==> src/rtl/spi_master_tx.sv <==
// SPI master, CPHA=0, MSB first: one frame of 1..DWIDTH bits per start request.
// Every output is registered; busy covers the frame plus a CLKDIV-cycle inter-frame gap.
module spi_master_tx #(
  parameter int   DWIDTH = 32,
  parameter logic CPOL   = 1'b1,
  parameter int   CLKDIV = 4,
  localparam int  NBW    = $clog2(DWIDTH) + 1
) (
  input  logic              clk,
  input  logic              reset,
  input  logic              start,
  input  logic [DWIDTH-1:0] tx_data,
  input  logic [NBW-1:0]    nbits,
  output logic              busy,
  output logic              done,
  output logic [DWIDTH-1:0] rx_data,
  output logic              spi_ss_n,
  output logic              spi_sclk,
  output logic              spi_mosi,
  input  logic              spi_miso
);

  if (CLKDIV < 1) begin : g_bad_clkdiv
    $error("spi_master_tx: CLKDIV must be 1 or more");
  end
  if (DWIDTH < 2) begin : g_bad_dwidth
    $error("spi_master_tx: DWIDTH must be 2 or more");
  end

  localparam int CW = (CLKDIV > 1) ? $clog2(CLKDIV) : 1;
  localparam logic [CW-1:0] CNT_LAST = CW'(CLKDIV - 1);

  localparam logic [2:0] S_IDLE  = 3'd0;
  localparam logic [2:0] S_SETUP = 3'd1;
  localparam logic [2:0] S_LEAD  = 3'd2;
  localparam logic [2:0] S_TRAIL = 3'd3;
  localparam logic [2:0] S_HOLD  = 3'd4;
  localparam logic [2:0] S_GAP   = 3'd5;

  logic [2:0]        state;
  logic [CW-1:0]     cnt;
  logic              cnt_end;
  logic [NBW-1:0]    bits_left;
  logic [NBW-1:0]    n_eff;
  logic [DWIDTH-1:0] tx_sh;
  logic [DWIDTH-1:0] tx_next;
  logic [DWIDTH-1:0] tx_aligned;
  logic [DWIDTH-1:0] rx_sh;

  always_comb begin
    n_eff = nbits;
    if (nbits == '0 || nbits > NBW'(DWIDTH)) n_eff = NBW'(DWIDTH);
  end

  // Left-align the payload so the first bit to send is always the shifter MSB.
  assign tx_aligned = tx_data << (NBW'(DWIDTH) - n_eff);
  assign tx_next    = tx_sh << 1;
  assign cnt_end    = (cnt == CNT_LAST);

  always_ff @(posedge clk) begin
    if (reset) begin
      state     <= S_IDLE;
      cnt       <= '0;
      bits_left <= '0;
      tx_sh     <= '0;
      rx_sh     <= '0;
      busy      <= 1'b0;
      done      <= 1'b0;
      rx_data   <= '0;
      spi_ss_n  <= 1'b1;
      spi_sclk  <= CPOL;
      spi_mosi  <= 1'b0;
    end else begin
      done <= 1'b0;
      if (state != S_IDLE) cnt <= cnt_end ? '0 : cnt + CW'(1);
      case (state)
        S_IDLE: begin
          if (start) begin
            state     <= S_SETUP;
            cnt       <= '0;
            busy      <= 1'b1;
            spi_ss_n  <= 1'b0;
            tx_sh     <= tx_aligned;
            spi_mosi  <= tx_aligned[DWIDTH-1];
            bits_left <= n_eff;
            rx_sh     <= '0;
          end
        end
        S_SETUP: begin
          if (cnt_end) begin
            state    <= S_LEAD;
            spi_sclk <= ~CPOL;
          end
        end
        S_LEAD: begin
          if (cnt_end) begin
            state     <= S_TRAIL;
            spi_sclk  <= CPOL;
            rx_sh     <= {rx_sh[DWIDTH-2:0], spi_miso};
            bits_left <= bits_left - NBW'(1);
            // The last bit stays on mosi until slave select is released.
            if (bits_left != NBW'(1)) begin
              tx_sh    <= tx_next;
              spi_mosi <= tx_next[DWIDTH-1];
            end
          end
        end
        S_TRAIL: begin
          if (cnt_end) begin
            if (bits_left == '0) begin
              state <= S_HOLD;
            end else begin
              state    <= S_LEAD;
              spi_sclk <= ~CPOL;
            end
          end
        end
        S_HOLD: begin
          if (cnt_end) begin
            state    <= S_GAP;
            spi_ss_n <= 1'b1;
            spi_mosi <= 1'b0;
            done     <= 1'b1;
            rx_data  <= rx_sh;
          end
        end
        S_GAP: begin
          if (cnt_end) begin
            state <= S_IDLE;
            busy  <= 1'b0;
          end
        end
        default: state <= S_IDLE;
      endcase
    end
  end

endmodule
==> config.mk <==
export PLATFORM = sky130hd
export DESIGN_NAME = spi_master_tx
export DESIGN_NICKNAME = d
export VERILOG_FILES = /design/src/rtl/spi_master_tx.sv
export SDC_FILE = /design/constraint.sdc
export NUM_CORES = 1
export LEC_CHECK = 0
export CAP_MARGIN = 20
export CORE_MARGIN = 2
export CORE_UTILIZATION = 64
export CTS_CLUSTER_DIAMETER = 80
export DETAILED_ROUTE_END_ITERATION = 8
export DONT_BUFFER_PORTS = 1
export PLACE_DENSITY = 0.77
export SYNTH_ARGS = -nofsm -noshare
export SYNTH_HDL_FRONTEND = slang
export SYNTH_SLANG_ARGS = --single-unit
==> constraint.sdc <==
create_clock -name clk -period 4.55 [get_ports clk]
set_input_delay 1.1375 -clock clk [delete_from_list [all_inputs] [get_ports clk]]
set_output_delay 1.1375 -clock clk [all_outputs]
set_load 0.02 [all_outputs]
Word-level counts from Yosys, hierarchy flattened --
Index checks and enable logic that the tools add are counted.
Operators by class: add/subtract/negate cells 3, $lt $le $gt $ge 1, equality and inequality tests 15, shift-type cells 1, multiplexer cells 37, bitwise gates (word level) 1, reductions and logical operators 19
Operators with widths (count):
- 2-to-1 mux 31 bit | 3
- 2-to-1 mux 32 bit | 2
- one-hot mux 32 bit (2 select lines) | 1
- one-hot mux 31 bit (2 select lines) | 1
- left shift 32 x 6 -> 32 bit | 1
- 2-to-1 mux 3 bit | 7
- 2-to-1 mux 6 bit | 3
- one-hot mux 3 bit (6 select lines) | 1
- != test 2 bit (second input constant) | 8
- zero test 6 bit | 2
- one-hot mux 6 bit (2 select lines) | 1
- 2-to-1 mux 1 bit | 10
- AND reduction 5 bit | 2
- AND reduction 3 bit | 3
- nonzero test 3 bit | 3
- 2-to-1 mux 2 bit | 4
- equality test 3 x 2 -> 1 bit (second input constant) | 2
- equality test 3 bit (second input constant) | 2
- > comparator 6 bit (second input constant) | 1
- != test 6 x 1 -> 1 bit (second input constant) | 1
- one-hot mux 1 bit (3 select lines) | 2
- AND reduction 6 bit | 1
- nonzero test 2 bit | 3
- subtractor 6 x 1 -> 6 bit (second input constant) | 1
- 11 further kinds | 12
Word-level totals: register bits 111, input port bits 42, output and inout bits 37, logic and storage cells 88

Depth between registers and ports, before layout --
depth in word-level cells 7, depth in mapped cells 15

Least setup slack after synthesis --
Ideal clock, no wire load.
path type input-to-reg, from input port nbits[5], to register tx_sh[10], setup time 0.133 ns, data arrival time 3.602 ns, required time 4.417 ns, slack 0.815 ns, stages on the path 13, path buffers 5, cell sequence buf_4 > nor2b_1 > buf_2 > inv_2 > buf_2 > ha_1 > buf_6 > or3b_1 > a221oi_4 > nor2_2 > buf_2 > a221oi_1 > nor3_1
Between the ends: cells in the longest elaborated chain, start to end 7, elaborated cells on any way between the ends 8
Ends and longest elaborated chain:
- start, declared | line 13 | input logic [NBW-1:0] nbits,
- > comparator 6 bit or zero test 6 bit (tied branches) | line 52 | if (nbits == '0 || nbits > NBW'(DWIDTH)) n_eff = NBW'(DWIDTH);
- logical OR 1 bit | line 52
- 2-to-1 mux 6 bit * | line 52
- subtractor 6 bit * | line 56 | assign tx_aligned = tx_data << (NBW'(DWIDTH) - n_eff);
- left shift 32 x 6 -> 32 bit * | line 56
- 2-to-1 mux 31 bit * | line 78 | if (start) begin
- one-hot mux 31 bit (2 select lines) * | line 76 | case (state)
- end signal, assigned | line 83 | tx_sh <= tx_aligned;
- end signal, assigned | line 103 | tx_sh <= tx_next;
- end, declared | line 45 | logic [DWIDTH-1:0] tx_sh;
Mark *: on every way between the ends. The rest lies on a longest branch, timed or not. The select of a mux whose other input is x is not followed. A chain may end at the register's enable or synchronous reset.

Worst setup path in the final report --
Ends and elaborated chain as after synthesis.

==> results.tsv <==
stage	metric	value	unit
grt	grt_pass1_wl	26520	um
placement	placedCellCount	876	
routing	vias	5915	
yosys	synthArstFlopShare	0	
min_path	hold_path.startpoint	rx_sh[19]	
power	power_leakage	2.283	nW
yosys	synth_cells	801	
power	vdd_drop_max	212.2	uV
critical_path	cp.arrival	3.63	ns
clocking	path_clk_slew	0.11	ns
timing	fin_worst_hold_slack	0.4623	ns
timing	fin_crit	3.334	ns
grt	globalRouteOverflowTotal	0	
floorplanning	num_rows	36	
finish	diodes	0	
floorplanning	initial_utilization	0.6509	
finish	layout.nets	802	
placement	hpwl	11960	um
yosys	synth_edf_count	0	
critical_path	cp-end-kind	register	
critical_path	r2r_start	cnt[0]	
critical_path	worst-path-max-fanout	37	
critical_path	rr_worst_depth	7	
yosys	yosys_warnings	0	
placement	place_congestion	1.014	
clocking	cts_root_buffer	clkbuf_8	
critical_path	crit_chain	inv_1, nand2_1, ha_1, buf_12, mux2i_1, o21ai_0, nor2_1, o31ai_1, a221oi_1, nor3_1	
clocking	cts_resized	0	
timing	setup_violations	0	
yosys	synth_area_per_cell	7.870	sq um
grt	grt_pass1_vias	5197	
critical_path	critPathBufInv	2	
clocking	cts_tree	done	
critical_path	path_class	in -> reg	
grt	antenna_found_initial	0	
critical_path	path_depth	10	
routing	vias_per_cell	6.616	
critical_path	max_stage_delay	0.76	ns
finish	nFillCells	815	
routing	ant_nets	0	
power	p_per_area	317.4	mW/mm^2
yosys	synth_seq_cells	111	
clocking	cts_htree_levels	3	
finish	layout-drive-gt1-share	0.08804	
floorplanning	dieArea	0.01066	sq mm
clocking	postCtsSetupBuffers	0	
critical_path	slowest_stage	o21ai_0	
min_path	holdPathStages	2	
yosys	ys.flop_type	dfxtp_1	
routing	routedWlPerCell	19.02	um
grt	grt_max_degree	111	
floorplanning	fp.dieH	103.2	um
run	max-cap-violations	0	
placement	io_buffers	0	
timing	fmax	300.0	MHz
critical_path	start_kind	primary input	
timing	fin_skew	0.01085	ns
clocking	cts_buffers	9	
min_path	min_to	rx_data[19]	
run_status	outcome	finished, final reports clean	
finish	final_area	0.006510	sq mm
critical_path	crit_family	compound AO/OA/AOI/OAI gates	
floorplanning	num_io_pins	79	
clocking	hold_buffers	0	
yosys	syn_area	0.006304	sq mm
critical_path	reg2reg_to	tx_sh[17]	
yosys	syn_nets	847	
routing	drt_pass1_iterations	5	
floorplanning	coreArea	0.009684	sq mm
timing	worst_slew_pin_slew	1.029	ns
routing	drc	0	
timing	hold_violations	0	
timing	period_share	0.7326	
clocking	clk_path_buf_depth	2	
routing	wl	17010	um
finish	finalNonFillerCells	894	
timing	slew_headroom	0.3141	
min_path	min_path_type	reg -> reg	
routing	drt_iter0_drc	485	
placement	post_dp_cell_area	0.006281	sq mm
timing	tns	0	ns
clocking	cts_sinks	111	
timing	rsz0062_at_grt	false	
grt	grt_use_total	0.3198	
timing	drv_slew	0	
finish	area_growth	3.275	%
finish	layout_common_cells	nand2_1 (160), dfxtp_1 (111), a21oi_1 (89)	
clocking	clk_latency	0.38	ns
critical_path	crit_required	4.85	ns
yosys	yosysUniqueCellTypes	66	
critical_path	r2r_setup_slack	2.02	ns
yosys	ys_seq_area_frac	0.3525	
floorplanning	die_w	103.2	um
finish	final_common_cell	nand2_1	
finish	post-route-util	0.6722	
## synthesized netlist by cell type (4+ instances only)
library cell	number	area, sq um
o31ai_1	4	30.03
buf_2	17	85.08
a211oi_1	9	67.56
a22oi_1	4	30.03
mux2i_1	45	450.4
nor2_1	60	225.2
buf_1	8	30.03
inv_1	9	33.78
a32oi_1	6	52.55
o211ai_1	5	37.54
a21oi_1	90	450.4
and2_1	5	31.28
nand3_1	54	270.3
mux4_2	14	315.3
nor3_1	21	105.1
nand2_1	160	600.6
a311oi_1	6	52.55
a2111oi_0	5	43.79
a31oi_1	10	62.56
ha_1	4	50.05
dfxtp_1	111	2222
o21ai_0	25	125.1
buf_4	8	60.06
a221oi_1	17	148.9
nor2b_1	6	37.54
and3_1	5	31.28
clkbuf_1	38	142.6
## state kept, by name, summed over array words and instances, names as in the netlist, 2 cells and up
name       cells
cnt            2
rx_data       32
tx_sh         31
state          3
rx_sh         32
bits_left      6
## per-layer routing
| metal | global-route usage | part of all wire | routed length [um] | vias to the layer above |
|---|---|---|---|---|
| met3 | 0.05981 | 0.080 | 1363 | 25 |
| li1 | - | - | - | 2799 |
| met2 | 0.5040 | 0.47 | 7925 | 276 |
| met4 | 0.09413 | 0.019 | 318 | 0 |
| met1 | 0.4497 | 0.44 | 7399 | 2815 |
| met5 | 0 | 0 | 0 | - |
## worst register-to-register path, cell delays in order (launching register included)
cell and delay (ns):
dfxtp_1 0.37, ha_1 0.38, and2_1 0.26, o21ai_4 0.09
a21oi_2 0.76, buf_4 0.33, nor2_1 0.05, a311oi_1 0.21
## kinds of logic (layout without fill, tap and decap cells)
kind of cell,Yosys count,in the layout,synth area share
AO/OA/AOI/OAI,207,207,0.2128
XOR/XNOR,2,2,0.005162
adder cells (fa/ha/maj),4,4,0.007940
buffers and inverters,82,42,0.05816
flip-flops,111,111,0.3525
multiplexers,61,61,0.1250
AND/OR/NAND/NOR,334,334,0.2384
## report_power, final
group	switching, W	internal, W	total [W]
Clock	0.000355	0.000213	0.000568
Sequential	0.0000266	0.00100	0.00103
Combinational	0.000290	0.000178	0.000468
Total	0.000671	0.00140	0.00207
## how the worst max path moves through the flow
stage | to | start | slack (ns)
floorplan | tx_sh[10] | nbits[5] | 0.81
global placement | tx_sh[9] | nbits[5] | 0.95
detailed placement | tx_sh[10] | nbits[5] | 0.91
CTS | tx_sh[10] | nbits[5] | 1.28
global route | tx_sh[14] | nbits[5] | 1.09
finish | tx_sh[10] | nbits[5] | 1.22
## final cells by class
class | count | area, sq um | area share
timing repair buffer | 16 | 157.7 | 0.02422
clock inverter | 6 | 61.31 | 0.009418
tap | 133 | 166.4 | 0.02556
inverter | 10 | 37.54 | 0.005766
multi-input combinational | 608 | 3737 | 0.5741
clock buffer | 10 | 127.6 | 0.01960
sequential | 111 | 2222 | 0.3413
## metrics by stage
stage	total power (W)	setup slack [ns]
global route	0.002159	1.088
detailed placement	0.001510	0.9065
CTS	0.002063	1.284
floorplan	0.001410	0.8146
finish	0.002067	1.216
global placement	0.001504	0.9502
No activity file was read; power rests on OpenSTA's default activity.
